### src/rtl/cordic_pkg.sv
// cordic_pkg
//   Shared definitions for the iterative CORDIC rotation engine:
//   FSM state type, inverse CORDIC gain constant and the arctangent table.
//   ATAN_TABLE holds atan(2^-i) scaled to 2^15/pi (a 16-bit angle word with
//   MSB weight -pi). atan_scaled() rescales an entry to other angle widths.
//   Wider words are left-shifted, so their resolution stays at 16 bits.
package cordic_pkg;

    typedef enum logic [1:0] {
        ST_IDLE,
        ST_BUSY,
        ST_SCALE,
        ST_DONE
    } cordic_state_t;

    // 1/K for the CORDIC gain K ~= 1.646760, Q1.15
    localparam int CORDIC_GAIN_INV = 19898;

    localparam int ATAN_TABLE [32] = '{
        8192, 4836, 2555, 1297, 651, 326, 163, 81,
          41,   20,   10,    5,   3,   1,   1,  0,
           0,    0,    0,    0,   0,   0,   0,  0,
           0,    0,    0,    0,   0,   0,   0,  0
    };

    function automatic int atan_scaled(input int idx, input int aw);
        int v;
        v = ATAN_TABLE[idx & 31];
        if (aw >= 16) begin
            return v << (aw - 16);
        end
        return v >> (16 - aw);
    endfunction

endpackage

### src/rtl/cordic_microrot_step.sv
// cordic_microrot_step
//   Combinational datapath for one CORDIC micro-rotation.
//   Ports:
//     x, y           current vector (guard-extended, signed)
//     z              current residual angle (wraps modulo 2^AW)
//     dir            0: counter-clockwise (z decreases), 1: clockwise
//     shift          stage index i (shift amount)
//     atan           atan(2^-i) in angle units
//     x_next, y_next, z_next   values after the micro-rotation
module cordic_microrot_step #(
    parameter int XW = 18,
    parameter int AW = 16,
    parameter int SW = 4
) (
    input  logic signed [XW-1:0] x,
    input  logic signed [XW-1:0] y,
    input  logic        [AW-1:0] z,
    input  logic                 dir,
    input  logic        [SW-1:0] shift,
    input  logic        [AW-1:0] atan,
    output logic signed [XW-1:0] x_next,
    output logic signed [XW-1:0] y_next,
    output logic        [AW-1:0] z_next
);

    logic signed [XW-1:0] x_sh;
    logic signed [XW-1:0] y_sh;

    always_comb begin
        x_sh = x >>> shift;
        y_sh = y >>> shift;
        if (dir) begin
            x_next = x + y_sh;
            y_next = y - x_sh;
            z_next = z + atan;
        end else begin
            x_next = x - y_sh;
            y_next = y + x_sh;
            z_next = z - atan;
        end
    end

endmodule

### src/rtl/cordic_rot_iter.sv
// cordic_rot_iter
//   Iterative CORDIC rotation engine, one micro-rotation per clock.
//   Angle mode rotates (x,y) by angle_in. Micro-rotation mode applies the
//   direction vector micro_rot_in, as used for Givens rotations.
//   Ports:
//     clk, nreset            clock, asynchronous active-low reset
//     in_valid / in_ready    input handshake (in_ready high only in IDLE)
//     x_in, y_in             folded input vector, signed Q1.(DATA_WIDTH-1)
//     angle_in               folded angle, full scale +-pi
//     micro_rot_in           bit i = 1: stage i rotates clockwise
//     angle_microRot_n       1 = angle mode, 0 = micro-rotation mode
//     out_valid / out_ready  output handshake (result held until taken)
//     x_out, y_out           rotated vector, saturated to DATA_WIDTH
//     angle_out              residual angle after the last stage
//     sat_flag               x_out or y_out was clamped
//   Build option: define CORDIC_GAIN_COMP_EN to add a one-cycle SCALE state.
//   That state multiplies the result by 1/K before saturation.
module cordic_rot_iter
    import cordic_pkg::*;
#(
    parameter int DATA_WIDTH    = 16,
    parameter int ANGLE_WIDTH   = 16,
    parameter int CORDIC_STAGES = 16,
    parameter int GUARD_BITS    = 2
) (
    input  logic                     clk,
    input  logic                     nreset,
    input  logic                     in_valid,
    output logic                     in_ready,
    input  logic [DATA_WIDTH-1:0]    x_in,
    input  logic [DATA_WIDTH-1:0]    y_in,
    input  logic [ANGLE_WIDTH-1:0]   angle_in,
    input  logic [CORDIC_STAGES-1:0] micro_rot_in,
    input  logic                     angle_microRot_n,
    output logic                     out_valid,
    input  logic                     out_ready,
    output logic [DATA_WIDTH-1:0]    x_out,
    output logic [DATA_WIDTH-1:0]    y_out,
    output logic [ANGLE_WIDTH-1:0]   angle_out,
    output logic                     sat_flag
);

    localparam int XW = DATA_WIDTH + GUARD_BITS;
    localparam int CW = (CORDIC_STAGES > 1) ? $clog2(CORDIC_STAGES) : 1;

    cordic_state_t state;

    logic signed [XW-1:0]       xr_r;
    logic signed [XW-1:0]       yr_r;
    logic [ANGLE_WIDTH-1:0]     z_r;
    logic [CORDIC_STAGES-1:0]   dirs_r;
    logic [CW-1:0]              i_r;
    logic                       angle_mode_r;

    logic                       step_dir;
    logic [ANGLE_WIDTH-1:0]     atan_cur;
    logic signed [XW-1:0]       x_nxt;
    logic signed [XW-1:0]       y_nxt;
    logic [ANGLE_WIDTH-1:0]     z_nxt;

    // {clamped, value} for the final output registers
    logic [DATA_WIDTH:0]        res_x;
    logic [DATA_WIDTH:0]        res_y;
    logic [ANGLE_WIDTH-1:0]     res_z;

    // Drop guard bits; clamp when they are not pure sign extension
    function automatic logic [DATA_WIDTH:0] sat_drop(input logic [XW-1:0] v);
        logic [XW-DATA_WIDTH:0] top;
        top = v[XW-1:DATA_WIDTH-1];
        if ((&top) || !(|top)) begin
            return {1'b0, v[DATA_WIDTH-1:0]};
        end
        if (v[XW-1]) begin
            return {1'b1, 1'b1, {(DATA_WIDTH-1){1'b0}}};
        end
        return {1'b1, 1'b0, {(DATA_WIDTH-1){1'b1}}};
    endfunction

    always_comb begin
        step_dir = angle_mode_r ? z_r[ANGLE_WIDTH-1] : dirs_r[i_r];
        atan_cur = ANGLE_WIDTH'(atan_scaled(int'(i_r), ANGLE_WIDTH));
    end

    cordic_microrot_step #(
        .XW (XW),
        .AW (ANGLE_WIDTH),
        .SW (CW)
    ) u_step (
        .x      (xr_r),
        .y      (yr_r),
        .z      (z_r),
        .dir    (step_dir),
        .shift  (i_r),
        .atan   (atan_cur),
        .x_next (x_nxt),
        .y_next (y_nxt),
        .z_next (z_nxt)
    );

`ifdef CORDIC_GAIN_COMP_EN
    localparam logic [16:0]    GAIN_OP  = 17'(CORDIC_GAIN_INV);
    localparam logic [XW+16:0] HALF_LSB = (XW + 17)'(1) << 14;

    logic signed [XW+16:0] x_prod;
    logic signed [XW+16:0] y_prod;
    logic [XW+16:0]        x_rnd;
    logic [XW+16:0]        y_rnd;

    // Round half up: add 0.5 LSB, then floor via the bit slice
    always_comb begin
        x_prod = xr_r * $signed(GAIN_OP);
        y_prod = yr_r * $signed(GAIN_OP);
        x_rnd  = x_prod + HALF_LSB;
        y_rnd  = y_prod + HALF_LSB;
        res_x  = sat_drop(x_rnd[XW+14:15]);
        res_y  = sat_drop(y_rnd[XW+14:15]);
        res_z  = z_r;
    end
`else
    // Final stage feeds the output registers directly to save a cycle
    always_comb begin
        res_x = sat_drop(x_nxt);
        res_y = sat_drop(y_nxt);
        res_z = z_nxt;
    end
`endif

    always_ff @(posedge clk or negedge nreset) begin
        if (!nreset) begin
            state        <= ST_IDLE;
            in_ready     <= 1'b1;
            out_valid    <= 1'b0;
            x_out        <= '0;
            y_out        <= '0;
            angle_out    <= '0;
            sat_flag     <= 1'b0;
            xr_r         <= '0;
            yr_r         <= '0;
            z_r          <= '0;
            dirs_r       <= '0;
            i_r          <= '0;
            angle_mode_r <= 1'b0;
        end else begin
            case (state)
                ST_IDLE: begin
                    if (in_valid) begin
                        xr_r         <= {{GUARD_BITS{x_in[DATA_WIDTH-1]}}, x_in};
                        yr_r         <= {{GUARD_BITS{y_in[DATA_WIDTH-1]}}, y_in};
                        z_r          <= angle_microRot_n ? angle_in : '0;
                        dirs_r       <= micro_rot_in;
                        i_r          <= '0;
                        angle_mode_r <= angle_microRot_n;
                        in_ready     <= 1'b0;
                        state        <= ST_BUSY;
                    end
                end
                ST_BUSY: begin
                    xr_r <= x_nxt;
                    yr_r <= y_nxt;
                    z_r  <= z_nxt;
                    i_r  <= i_r + 1'b1;
                    if (i_r == CW'(CORDIC_STAGES - 1)) begin
`ifdef CORDIC_GAIN_COMP_EN
                        state <= ST_SCALE;
`else
                        x_out     <= res_x[DATA_WIDTH-1:0];
                        y_out     <= res_y[DATA_WIDTH-1:0];
                        sat_flag  <= res_x[DATA_WIDTH] | res_y[DATA_WIDTH];
                        angle_out <= res_z;
                        out_valid <= 1'b1;
                        state     <= ST_DONE;
`endif
                    end
                end
`ifdef CORDIC_GAIN_COMP_EN
                ST_SCALE: begin
                    x_out     <= res_x[DATA_WIDTH-1:0];
                    y_out     <= res_y[DATA_WIDTH-1:0];
                    sat_flag  <= res_x[DATA_WIDTH] | res_y[DATA_WIDTH];
                    angle_out <= res_z;
                    out_valid <= 1'b1;
                    state     <= ST_DONE;
                end
`endif
                ST_DONE: begin
                    if (out_ready) begin
                        out_valid <= 1'b0;
                        in_ready  <= 1'b1;
                        state     <= ST_IDLE;
                    end
                end
                default: begin
                    state    <= ST_IDLE;
                    in_ready <= 1'b1;
                end
            endcase
        end
    end

endmodule

### config.mk
export PLATFORM = sky130hd
export DESIGN_NAME = cordic_rot_iter
export DESIGN_NICKNAME = d
export VERILOG_FILES = /design/src/rtl/cordic_pkg.sv /design/src/rtl/cordic_microrot_step.sv /design/src/rtl/cordic_rot_iter.sv
export SDC_FILE = /design/constraint.sdc
export NUM_CORES = 1
export LEC_CHECK = 0
export BUFFER_PORTS_ARGS = -buffer_cell sky130_fd_sc_hd__buf_2
export CAP_MARGIN = 10
export CORE_ASPECT_RATIO = 0.9
export CORE_MARGIN = 2
export CORE_UTILIZATION = 65
export CTS_BUF_LIST = sky130_fd_sc_hd__clkbuf_16
export DETAILED_ROUTE_END_ITERATION = 8
export MAX_ROUTING_LAYER = met4
export PLACE_DENSITY_LB_ADDON = 0.15
export SLEW_MARGIN = 20
export SYNTH_ARGS = -nofsm -noshare
export SYNTH_HDL_FRONTEND = slang
export SYNTH_SLANG_ARGS = --single-unit
### constraint.sdc
create_clock -name clk -period 15.6 [get_ports clk]
set_input_delay 2.34 -clock clk [delete_from_list [all_inputs] [get_ports clk]]
set_output_delay 2.34 -clock clk [all_outputs]
set_load 0.03 [all_outputs]
Yosys cells after proc, flatten, opt, wreduce, memory -nomap -nowiden

Memories as Yosys holds them, arrays and structs flattened.
Index checks and enable logic that the tools add are counted.

Logic and storage cells: 92
Memories: 1
Register bits after elaboration: 126
RAM bits: 0
Output and inout port bits: 51
Memory bits (read-only): 1024
Input bits: 69
Latch bits: 0

Memory list:

| name            | depth | width | read ports | clocked after Yosys merged registers in | write ports | line             | RTL |
|---|---|---|---|---|---|---|---|
| (no name shown) | 32    | 32    | 1          | 0                                       | 0           | cordic_pkg.sv:28 | `v = ATAN_TABLE[idx & 31];` |

Bitwise operators: 3
Add/sub/neg operators: 7
Order comparisons: 2
Reduce and logical (&&, ||, !) cells: 17
Muxes and demuxes: 41
Eq/ne operators: 6
Shift-type cells: 2
Div/mod/pow operators: 0
Multiply operators: 0

Operator list:

| cell                                                  | count |
|---|---|
| two-way mux 17 bit                                    | 8 |
| two-way mux 16 bit                                    | 5 |
| two-way mux 18 bit                                    | 4 |
| case mux 18 bit (2 select lines)                      | 2 |
| adder 18 bit                                          | 2 |
| >>> shifter 18 x 4 -> 18 bit                          | 2 |
| subtractor 18 bit                                     | 2 |
| >= comparator 32 x 6 -> 1 bit (second input constant) | 1 |
| NOT 4 -> 32 bit                                       | 1 |
| case mux 16 bit (2 select lines)                      | 1 |
| adder 16 bit                                          | 1 |
| subtractor 16 bit                                     | 1 |
| AND reduction 3 bit                                   | 5 |
| two-way mux 1 bit                                     | 12 |
| case mux 4 bit (2 select lines)                       | 1 |
| two-way mux 2 bit                                     | 3 |
| inequality test 2 bit (second input constant)         | 3 |
| case mux 2 bit (3 select lines)                       | 1 |
| AND reduction 2 bit                                   | 3 |
| OR reduction 3 bit                                    | 2 |
| < comparator 4 x 5 -> 1 bit (second input constant)   | 1 |
| adder 4 x 1 -> 4 bit (second input constant)          | 1 |
| binary-select mux 1 bit (select 4 bit)                | 1 |
| == test 4 bit (second input constant)                 | 1 |
| other kinds (11)                                      | 14 |

Longest topological paths before layout

Gate-level depths: netlist of run 1.

Depth after elaboration: 12
Mapped depth: 27

Modules after synthesis

Synthesis of run 1 repeated with hierarchy kept, for this count alone.

Cell total of the unflattened synthesis: 1317
Area total of the unflattened synthesis: 10790.3 um^2

By module, submodules not included:

| module               | area each (um^2) | sequential area each (um^2) | cells each | times used |
|---|---|---|---|---|
| cordic_rot_iter      | 5904.4           | 3154.3                      | 678        | 1 |
| cordic_microrot_step | 4885.9           | 0.0                         | 639        | 1 |

Worst setup path after synthesis of run 1

OpenSTA, ideal clock, no wires.

Path kind: register -> register
From: reg i_r[0]
To: reg x_out[11]
Path buffers: 5
Arrival time: 5.458 ns
Path slack: 10.018 ns
Period minus slack after synthesis: 5.582 ns
Cell stages (with the launch flop): 21
Cell sequence: dfrtp_1 > buf_6 > buf_6 > mux4_2 > o22ai_1 > a311oi_1 > a21oi_1 > clkbuf_1 > clkbuf_1 > o21ai_0 > fa_1 > a211oi_1 > nor2_1 > o311a_1 > o41ai_1 > a211oi_1 > o2111a_1 > or3_1 > clkbuf_1 > o21ai_0 > a21oi_2

Longest elaborated chain between the ends: 9
Elaborated cells on any way between the ends: 20
Classes of those cells: 2 x add/sub; 1 x eq/ne; 1 x shift; 11 x mux; 5 x reduce/logical

RTL lines:

| item                                                      | line                   | RTL |
|---|---|---|
| start: declaration                                        | cordic_rot_iter.sv:52  | `logic [CW-1:0] i_r;` |
| start signal: assignment                                  | cordic_rot_iter.sv:161 | `i_r <= i_r + 1'b1;` |
| branches (longest 9 deep; another with subtractor 18 bit) | --                     |  |
| end signal: assignment                                    | cordic_rot_iter.sv:166 | `x_out <= res_x[DATA_WIDTH-1:0];` |
| end: declaration                                          | cordic_rot_iter.sv:37  | `output logic [DATA_WIDTH-1:0] x_out,` |

Several ways; the timed one is not identified. The select of a mux whose other input is x is not followed.
A chain may end at the register's enable or synchronous reset.

Worst setup path after layout of run 1

From: reg i_r[0]
To: reg y_out[1]

Longest elaborated chain between the ends: 9
Elaborated cells on any way between the ends: 20
Classes of those cells: 2 x add/sub; 1 x eq/ne; 1 x shift; 11 x mux; 5 x reduce/logical

RTL lines:

| item                                                 | line                   | RTL |
|---|---|---|
| branches (longest 9 deep; another with adder 18 bit) | --                     |  |
| end signal: assignment                               | cordic_rot_iter.sv:167 | `y_out <= res_y[DATA_WIDTH-1:0];` |
| end: declaration                                     | cordic_rot_iter.sv:38  | `output logic [DATA_WIDTH-1:0] y_out,` |

Several ways; the timed one is not identified. The select of a mux whose other input is x is not followed.

==> results of run 1 <==
[final cells by class]
cell class,instances,area (um2),share of cell area [%]
clock buffers,17,425.4,3.435
clock inverters,14,182.7,1.475
inverters,26,97.59,0.7880
multi-input cells,1086,7543,60.91
flip-flops and latches,126,3157,25.49
well taps,211,264.0,2.132
repair buffers,134,714.4,5.769
[through the flow]
stage          hold WS [ns]  instances  util [%]  setup slack (ns)
6_report             0.4716       1614     73.56             8.533
5_1_grt              0.5096       1614     73.56             8.185
4_1_cts              0.4740       1614     73.51             8.798
3_5_place_dp         0.4591       1583     69.90             8.815
3_3_place_gp         0.4529       1583     69.90             9.022
2_1_floorplan        0.4403       1316         -             10.02
[sequential cells by signal (all words and copies together) (netlist names)]
register      count
out_valid         1
dirs_r           16
xr_r             18
i_r               4
angle_mode_r      1
yr_r             18
y_out            16
angle_out        16
z_r              16
x_out            16
in_ready          1
state             2
sat_flag          1
[cells in the final DEF, fill, tap and decap left out, types with 10 or more instances in the layout]
cell type and instances:
a211oi_1 17, a21o_1 20, a21oi_1 101, a21oi_2 12, a31oi_1 39, and3_1 22
buf_2 118, buf_4 15, clkbuf_16 17, dfrtp_1 123, ha_1 59, inv_1 23
mux2i_1 18, mux4_2 41, nand2_1 218, nand2b_1 14, nand3_1 25, nor2_1 126
nor3_1 16, o211ai_1 10, o21a_1 12, o21ai_0 87, o31ai_1 17, xnor2_1 48
xor2_1 30
[metal layers]
metal | part of all wire [%] | track usage [%] | wire length, um
met5 | 0 | - | 0
met4 | 3.1 | 12.47 | 984
met3 | 9.2 | 7.023 | 2964
met2 | 45 | 56.01 | 14610
met1 | 42 | 49.43 | 13590
[logic make-up after synthesis]
| group | after synthesis | share of synthesized area [%] |
|---|---|---|
| buf+inv | 104 | 4.286 |
| fa+ha+maj | 62 | 7.159 |
| flops | 126 | 28.29 |
| compound gates | 396 | 23.29 |
| xor+xnor | 79 | 6.340 |
| mux | 72 | 11.48 |
| simple gates | 477 | 19.15 |
[worst reg2reg max path, stage by stage (launching register included)]
cell,delay (ns)
dfrtp_2,0.33
buf_4,0.71
mux4_2,0.62
mux2_2,0.28
a21oi_1,0.47
ha_1,0.26
and2_1,0.20
nand2_1,0.12
o21ai_0,0.24
xnor2_1,0.09
o21ai_0,0.38
ha_1,0.37
a21o_1,0.18
a21oi_1,0.27
nand3_1,0.16
o2111a_1,0.25
a211oi_1,0.81
nand2_1,0.20
a31oi_2,0.80
a21oi_1,0.17
[path summary, 6_finish.rpt]
kind | startpoint | endpoint | slack, ns | cells past startpoint
max in group asynchronous | nreset | y_out[7]$_DFFE_PN0P_ | 12.57 | 2
max reg2reg | i_r[0]$_DFFE_PN0P_ | y_out[1]$_DFFE_PN0P_ | 8.53 | 19
min | dirs_r[10]$_DFFE_PN0P_ | dirs_r[10]$_DFFE_PN0P_ | 0.47 | 2
min reg2reg | dirs_r[10]$_DFFE_PN0P_ | dirs_r[10]$_DFFE_PN0P_ | 0.47 | 2
max | i_r[0]$_DFFE_PN0P_ | y_out[1]$_DFFE_PN0P_ | 8.53 | 19
min in group asynchronous | nreset | x_out[12]$_DFFE_PN0P_ | 1.92 | 1
==> run_results.csv, run 1 <==
group,metric,value,unit
place,dp_hpwl,22840,um
drt,wl_per_cell,19.92,um
yosys,async_flop_share,100.0,%
timing,max_freq,141.5,MHz
timing,min_period_over_period,45.30,%
timing,finalSetupViolCount,0,
timing,grt_setup_unrepaired,"no",
clock_tree,cts_tree,"built",
timing,skew,0.009923,ns
yosys,synth_commonest_cells,"219 x nand2_1, 128 x nor2_1, 125 x dfrtp_1, 102 x a21oi_1, 87 x o21ai_0",
timing,hold_viol_final,0,
worst_hold_path,min_path_type,"register to register",
cells_and_area,fillerInstances,1326,
worst_setup_path,cp.required,15.86,ns
yosys,synth_area,11150,um2
yosys,seq_area_frac_synth,28.29,%
timing,slew_headroom,28.73,%
timing,fin_crit,7.067,ns
job,cap_violations,0,
yosys,synth_top_area_share,28.05,%
clock_tree,ctsRootBufferMaster,"clkbuf_16",
grt,grt_max_degree,76,
timing,tns,0,ns
clock_tree,cts_sinks,126,
floorplanning,die_area,18220,um2
drt,postRouteAntennaNets,0,
clock_tree,cts_buffers,17,
yosys,yosysWarnings,0,
grt,first_global_vias,9872,
timing,max_slew.worst_pin.slew,1.066,ns
floorplanning,die_h,128.3,um
worst_setup_path,start_kind,"register",
cells_and_area,final_area,12380,um2
worst_setup_path,critPathMostFrequentCell,"a21oi_1",
worst_setup_path,critPathKind,"register to register",
run_status,outcome,"finished, final reports clean",
grt,grt_antenna_before_repair,0,
floorplanning,core,16830,um2
yosys,syn_inst,1316,
cells_and_area,fin_nets,1522,
drt,dr_total_vias,10770,
drt,finalWirelength,32150,um
yosys,synth_seq_cells,126,
drt,drc,0,
place,dpl_cell_area,11770,um2
yosys,synthTopCellsByArea,"dfrtp_1 28%, mux4_2 8.3%, nand2_1 7.4%",
worst_setup_path,worstPathArrival,7.33,ns
cells_and_area,diodes,0,
yosys,synth-edff-count,0,
yosys,yosysTopAreaCell,"dfrtp_1",
place,portBuffers,119,
clock_tree,hold_buffers,0,
yosys,syn_area_per_cell,8.473,um2
worst_setup_path,worst_path_largest_cell_delay,0.81,ns
clock_tree,post_cts_buffers,0,
yosys,syn_nets,1447,
clock_tree,cts-resized-gates,0,
drt,drt_iter0_markers,1132,
place,place_congestion,1.088,
clock_tree,clk_pin_slew_worst_paths,0.06,ns
yosys,synth_ff_type,"dfrtp_1",
worst_setup_path,crit_fanout,60,
grt,grt_pass1_wl,50940,um
floorplanning,start_util,66.24,%
yosys,yosys.cell_count.top_type,"nand2_1",
yosys,synth_cell_types,85,
clock_tree,clk_latency,0.43,ns
clock_tree,h-tree-depth,4,
worst_setup_path,endpoint_kind,"register",
clock_tree,clock_path_buffers,2,
cells_and_area,area_delta_synth_final,11.06,%
floorplanning,dieWidth,142.1,um
drt,drt_first_pass_iters,7,
worst_setup_path,path_buf_inv,1,
floorplanning,row_count,45,
worst_setup_path,crit_chain,"buf_4 > mux4_2 > mux2_2 > a21oi_1 > ha_1 > and2_1 > nand2_1 > o21ai_0 > xnor2_1 > o21ai_0 > ha_1 > a21o_1 > a21oi_1 > nand3_1 > o2111a_1 > a211oi_1 > nand2_1 > a31oi_2 > a21oi_1",
grt,overflow,0,
floorplanning,ios,120,
timing,maxSlewViolCount,0,
worst_setup_path,cp_slowest_cell,"a211oi_1",
worst_setup_path,critPathTopFamily,"compound AO/OA/AOI/OAI gates",
grt,grt_util_all_layers,36.67,%
drt,vias_per_cell,6.672,
cells_and_area,layout-drive-gt1-share,18.75,%
Power of run 1 is left out: the tool's default activity adds up to more than one toggle a clock period on the data nets, which glitch-free logic cannot reach.
==> run 2: changes to the inputs <==
--- a/config.mk
+++ b/config.mk
@@ -5,11 +5,12 @@
 export SDC_FILE = /design/constraint.sdc
 export NUM_CORES = 1
 export LEC_CHECK = 0
+export ABC_AREA = 1
 export BUFFER_PORTS_ARGS = -buffer_cell sky130_fd_sc_hd__buf_2
 export CAP_MARGIN = 10
 export CORE_ASPECT_RATIO = 0.9
 export CORE_MARGIN = 2
-export CORE_UTILIZATION = 65
+export CORE_UTILIZATION = 55
 export CTS_BUF_LIST = sky130_fd_sc_hd__clkbuf_16
 export DETAILED_ROUTE_END_ITERATION = 8
 export MAX_ROUTING_LAYER = met4
==> constraint.sdc (replaced) <==
create_clock -name clk -period 5.9 [get_ports clk]
set_input_delay 0.885 -clock clk [delete_from_list [all_inputs] [get_ports clk]]
set_output_delay 0.885 -clock clk [all_outputs]
set_load 0.03 [all_outputs]
==> run 2 against run 1 <==
- clock skew rose by 0.0020 ns
- synthesized cell count grew 18%
- count of clock-buffer cells in the layout stayed put
- non-clock buffer count is 3 higher
- critical path depth grew 5
==> run_results.csv, run 2 <==
group,metric,value,unit
run_status,outcome,"finished, final reports clean",
timing,max_freq,191.7,MHz
clock_tree,clock_path_buffers,2,
clock_tree,ctsRootBufferMaster,"clkbuf_16",
yosys,synthTopCellsByArea,"dfrtp_1 29%, nand2_1 17%, nand3_1 7.9%",
yosys,synth_top_family_by_area,"simple AND/OR/NAND/NOR gates",
clock_tree,cts-resized-gates,0,
yosys,synth_fa_ha_area_share,7.527,%
timing,finalSetupViolCount,0,
grt,overflow,0,
drt,drc,0,
cells_and_area,fin_nets,1765,
timing,slew_headroom,35.33,%
worst_hold_path,min_path_type,"register to register",
place,dp_hpwl,24910,um
timing,tns,0,ns
cells_and_area,layout-drive-gt1-share,14.51,%
clock_tree,clk_latency,0.43,ns
cells_and_area,layout_commonest_cell,"nand2_1",
grt,first_global_vias,9880,
drt,finalWirelength,33090,um
timing,min_period_over_period,88.40,%
yosys,synthMuxAreaShare,0,%
floorplanning,die_area,20410,um2
yosys,yosys.area_share.simple,33.14,%
yosys,async_flop_share,100.0,%
drt,vias_per_cell,5.713,
timing,max_slew.worst_pin.slew,0.9700,ns
drt,drt_first_pass_iters,6,
clock_tree,cts_tree,"built",
worst_setup_path,start_kind,"register",
yosys,yosys.cell_count.top_type,"nand2_1",
clock_tree,clk_pin_slew_worst_paths,0.07,ns
place,portBuffers,119,
grt,grt_antenna_before_repair,2,
floorplanning,row_count,48,
cells_and_area,final_cell_mix,"483 x nand2_1, 167 x nand3_1, 125 x dfrtp_1, 120 x nor2_1, 118 x buf_2",
worst_setup_path,critPathKind,"register to register",
floorplanning,start_util,55.70,%
floorplanning,die_h,135.7,um
timing,skew,0.01193,ns
yosys,yosysWarnings,0,
floorplanning,core,19040,um2
clock_tree,hold_buffers,0,
drt,drt_iter0_markers,894,
floorplanning,ios,120,
timing,worst_slack,0.6842,ns
yosys,synth_seq_cells,126,
drt,dr_total_vias,10840,
grt,grt_pass1_wl,52450,um
yosys,syn_inst,1547,
worst_setup_path,cp.required,6.20,ns
yosys,yosysTopAreaCell,"dfrtp_1",
yosys,syn_nets,1678,
worst_setup_path,worstPathArrival,5.51,ns
yosys,synthXorXnorAreaFrac,7.185,%
place,place_congestion,0.9997,
clock_tree,h-tree-depth,4,
worst_setup_path,crit_fanout,23,
cells_and_area,fillerInstances,1826,
grt,grt_max_degree,76,
timing,hold_viol_final,0,
clock_tree,post_cts_buffers,0,
timing,fin_crit,5.216,ns
yosys,synth_cell_types,49,
timing,whs,0.4747,ns
floorplanning,dieWidth,150.4,um
cells_and_area,top_regs,"xr_r: 18 flops, yr_r: 18 flops",
yosys,synth_area,10610,um2
yosys,synth_ff_type,"dfrtp_1",
cells_and_area,multiInputGateArea,6649,um2
worst_setup_path,endpoint_kind,"register",
yosys,synth_commonest_cells,"483 x nand2_1, 167 x nand3_1, 125 x dfrtp_1, 123 x nor2_1, 102 x inv_1",
job,cap_violations,0,
clock_tree,cts_sinks,126,
yosys,synth-compound-area-share,14.63,%
yosys,syn_area_per_cell,6.855,um2
timing,maxSlewViolCount,0,
timing,grt_setup_unrepaired,"no",
cells_and_area,layout.area.seq,3154,um2
place,pre_cts_ws,0.8190,ns
yosys,seq_area_frac_synth,29.74,%
drt,wl_per_cell,17.44,um
grt,grt_util_all_layers,33.86,%
yosys,synth_top_area_share,29.50,%
yosys,synth-edff-count,0,
clock_tree,cts_buffers,17,
cells_and_area,area_delta_synth_final,12.32,%
drt,postRouteAntennaNets,0,
[run 2: area by class of cell]
cell class              count  share of cell area, %
diodes                      1                0.02101
clock inverters            15                  1.523
inverters                 116                  3.697
clock buffers              17                  3.571
repair buffers            137                  6.261
multi-input cells        1236                  55.82
well taps                 250                  2.626
flip-flops and latches    126                  26.48
[run 2: path summary, 6_finish.rpt]
path / endpoint / slack (ns) / from / depth (start not counted)
hold / removal: angle_out[10]$_DFFE_PN0P_ / 0.47 / angle_out[10]$_DFFE_PN0P_ / 2
setup / recovery: y_out[10]$_DFFE_PN0P_ / 0.68 / i_r[2]$_DFFE_PN0P_ / 24
setup reg to reg: y_out[10]$_DFFE_PN0P_ / 0.68 / i_r[2]$_DFFE_PN0P_ / 24
min in group asynchronous: out_valid$_DFFE_PN0P_ / 0.58 / nreset / 1
hold reg to reg: angle_out[10]$_DFFE_PN0P_ / 0.47 / angle_out[10]$_DFFE_PN0P_ / 2
max in group asynchronous: yr_r[15]$_DFFE_PN0P_ / 4.10 / nreset / 2
[run 2: kinds of logic after synthesis]
family / count (synthesis)
and+or+nand+nor: 831
AOI/OAI and AO/OA: 256
buffers and inverters: 185
DFF: 126
xor gates and xnor gates: 87
adders and majority gates: 62
[run 2: layer usage]
metal / track usage (%) / wire (um)
met1: 50.39 / 16170
met2: 47.15 / 13850
met3: 6.465 / 2557
met4: 7.914 / 522
met5: - / 0
[run 2: critical path, stage by stage (launching register included)]
cell and delay [ns]:
dfrtp_1 0.79, inv_2 0.36, nand2_1 0.25, a21oi_1 0.06, inv_1 0.05, nand3_1 0.07, nand2_1 0.15, ha_1 0.19
nand2_1 0.06, nor2_1 0.20, nand4_1 0.15, nor3_1 0.28, a31oi_1 0.15, xor2_1 0.22, inv_1 0.07, ha_1 0.36
nand2_1 0.11, nor3_1 0.26, nand2_1 0.08, o311ai_1 0.38, inv_1 0.13, nand3_1 0.15, nand3_2 0.30, nand2_1 0.19
a21oi_2 0.07
[run 2: metrics by stage]
stage / cell area, um2 / std cells / utilization (%)
3_3_place_gp: 11300 / 1865 / 59.37
6_report: 11910 / 1898 / 62.57
3_5_place_dp: 11300 / 1865 / 59.37
5_1_grt: 11910 / 1898 / 62.57
2_1_floorplan: 10610 / 1547 / -
4_1_cts: 11910 / 1897 / 62.55
Power of run 2 is left out for the same reason.
==> run 3: changes to the inputs <==
--- a/config.mk
+++ b/config.mk
@@ -6,13 +6,15 @@
 export NUM_CORES = 1
 export LEC_CHECK = 0
 export ABC_AREA = 1
+export ABC_CLOCK_PERIOD_IN_PS = 5900
 export BUFFER_PORTS_ARGS = -buffer_cell sky130_fd_sc_hd__buf_2
 export CAP_MARGIN = 10
-export CORE_ASPECT_RATIO = 0.9
+export CORE_ASPECT_RATIO = 1.25
 export CORE_MARGIN = 2
 export CORE_UTILIZATION = 55
 export CTS_BUF_LIST = sky130_fd_sc_hd__clkbuf_16
 export DETAILED_ROUTE_END_ITERATION = 8
+export GPL_TIMING_DRIVEN = 0
 export MAX_ROUTING_LAYER = met4
 export PLACE_DENSITY_LB_ADDON = 0.15
 export SLEW_MARGIN = 20
==> run 3 against run 2 <==
- non-clock buffer count rose by 52
- die area barely moved
- via count rose by 4.0%
- count of clock-buffer cells in the layout did not move
- worst setup slack got worse by 0.35 ns
- first-iteration DRC count fell by 7.9%
==> run_results.csv, run 3 (synthesis gave the netlist of run 2 again) <==
group,metric,value,unit
timing,fin_crit,5.562,ns
floorplanning,start_util,56.27,%
clock_tree,cts_sinks,126,
clock_tree,clk_pin_slew_worst_paths,0.06,ns
timing,min_period_over_period,94.27,%
timing,slew_headroom,31.72,%
worst_setup_path,critPathKind,"register to register",
grt,grt_util_all_layers,38.23,%
timing,tns,0,ns
job,cap_violations,0,
drt,vias_per_cell,5.835,
worst_setup_path,cp.required,6.26,ns
timing,max_slew.worst_pin.slew,1.011,ns
timing,max_freq,179.8,MHz
floorplanning,die_area,20420,um2
worst_setup_path,endpoint_kind,"register",
grt,first_global_vias,10840,
drt,finalWirelength,37960,um
floorplanning,ios,120,
grt,grt_pass1_wl,57990,um
cells_and_area,top_regs,"xr_r: 18 flops, yr_r: 18 flops",
worst_hold_path,min_path_type,"primary input to async pin",
cells_and_area,layout_commonest_cell,"nand2_1",
run_status,outcome,"finished, final reports clean",
worst_setup_path,worst_path_largest_cell_delay,0.83,ns
cells_and_area,fin_nets,1817,
floorplanning,die_h,159.3,um
timing,grt_setup_unrepaired,"no",
timing,hold_viol_final,0,
timing,finalSetupViolCount,0,
worst_setup_path,critPathMostFrequentCell,"inv_1",
clock_tree,clock_path_buffers,2,
clock_tree,cts_buffers,17,
floorplanning,row_count,56,
timing,maxSlewViolCount,0,
cells_and_area,multiInputGateArea,6626,um2
grt,grt_antenna_before_repair,1,
clock_tree,ctsRootBufferMaster,"clkbuf_16",
worst_setup_path,worstPathArrival,5.92,ns
floorplanning,core,18850,um2
clock_tree,cts-resized-gates,0,
clock_tree,clk_latency,0.44,ns
drt,wl_per_cell,19.65,um
place,place_congestion,1.017,
drt,drt_first_pass_iters,6,
worst_setup_path,cp_slowest_cell,"o311ai_0",
drt,drc,0,
cells_and_area,area_delta_synth_final,14.46,%
clock_tree,post_cts_buffers,0,
worst_setup_path,crit_fanout,10,
grt,overflow,0,
clock_tree,hold_buffers,0,
grt,grt_max_degree,96,
clock_tree,cts_tree,"built",
drt,drt_iter0_markers,823,
floorplanning,dieWidth,128.2,um
cells_and_area,layout-drive-gt1-share,15.13,%
worst_setup_path,start_kind,"register",
place,portBuffers,119,
timing,skew,0.01360,ns
drt,dr_total_vias,11270,
drt,postRouteAntennaNets,0,
cells_and_area,final_cell_mix,"483 x nand2_1, 167 x nand3_1, 140 x buf_2, 125 x dfrtp_1, 123 x nor2_1",
place,dp_hpwl,29340,um
clock_tree,h-tree-depth,4,
cells_and_area,fillerInstances,1812,
cells_and_area,layout.area.seq,3154,um2
run 3: cell types whose count changed in the layout (fill, tap and decap cells not counted), sizes merged:
cell	delta
buf	+26
clkbuf	+26
run 3: critical path: cells and delay by family (launching register included):
kind | cells | cell delay, ns
XOR/XNOR | 1 | 0.17
buffers and inverters | 12 | 1.90
AND/OR/NAND/NOR | 10 | 1.19
AO/OA/AOI/OAI | 5 | 1.42
flip-flops | 1 | 0.44
adder cells (fa/ha/maj) | 1 | 0.36
run 3: path summary, 6_finish.rpt:
path / from / end / slack (ns) / cells after the start
max in group asynchronous: nreset / z_r[11]$_DFFE_PN0P_ / 4.82 / 2
min: nreset / sat_flag$_DFFE_PN0P_ / 0.30 / 1
max reg2reg: i_r[0]$_DFFE_PN0P_ / x_out[12]$_DFFE_PN0P_ / 0.34 / 29
max: i_r[0]$_DFFE_PN0P_ / x_out[12]$_DFFE_PN0P_ / 0.34 / 29
min reg2reg: angle_out[15]$_DFFE_PN0P_ / angle_out[15]$_DFFE_PN0P_ / 0.48 / 2
min in group clk: angle_out[15]$_DFFE_PN0P_ / angle_out[15]$_DFFE_PN0P_ / 0.48 / 2
run 3: cell type report:
cell class | count | share of cell area, %
Multi-Input combinational cell | 1236 | 54.59
Sequential cell | 126 | 25.98
Timing Repair Buffer | 120 | 5.215
Inverter | 116 | 3.628
Clock buffer | 17 | 3.504
Buffer | 69 | 3.164
Tap cell | 232 | 2.391
Clock inverter | 15 | 1.505
Antenna cell | 1 | 0.02061
run 3: metrics by stage:
stage                     hold slack (ns)  std cells  utilization (%)  area, um2  setup slack (ns)
after global placement             0.4587       1898            60.97      11490            0.4790
after global routing               0.3127       1932            64.41      12140          0.007364
after floorplan                    0.4495       1547                -      10610             1.880
final                              0.3002       1932            64.41      12140            0.3382
after detailed placement           0.4616       1899            61.17      11530            0.4385
after CTS                          0.3044       1931            64.39      12140            0.4054
run 3: per-layer routing:
layer  track usage (%)  wire length (um)  vias up
met5                 -                 0        -
met4             24.03              2643        0
met2             61.85             18220      539
met3             6.384              2754      148
li1                  -                 -     5384
met1             43.71             14340     5202
Power of run 3 is left out for the same reason.
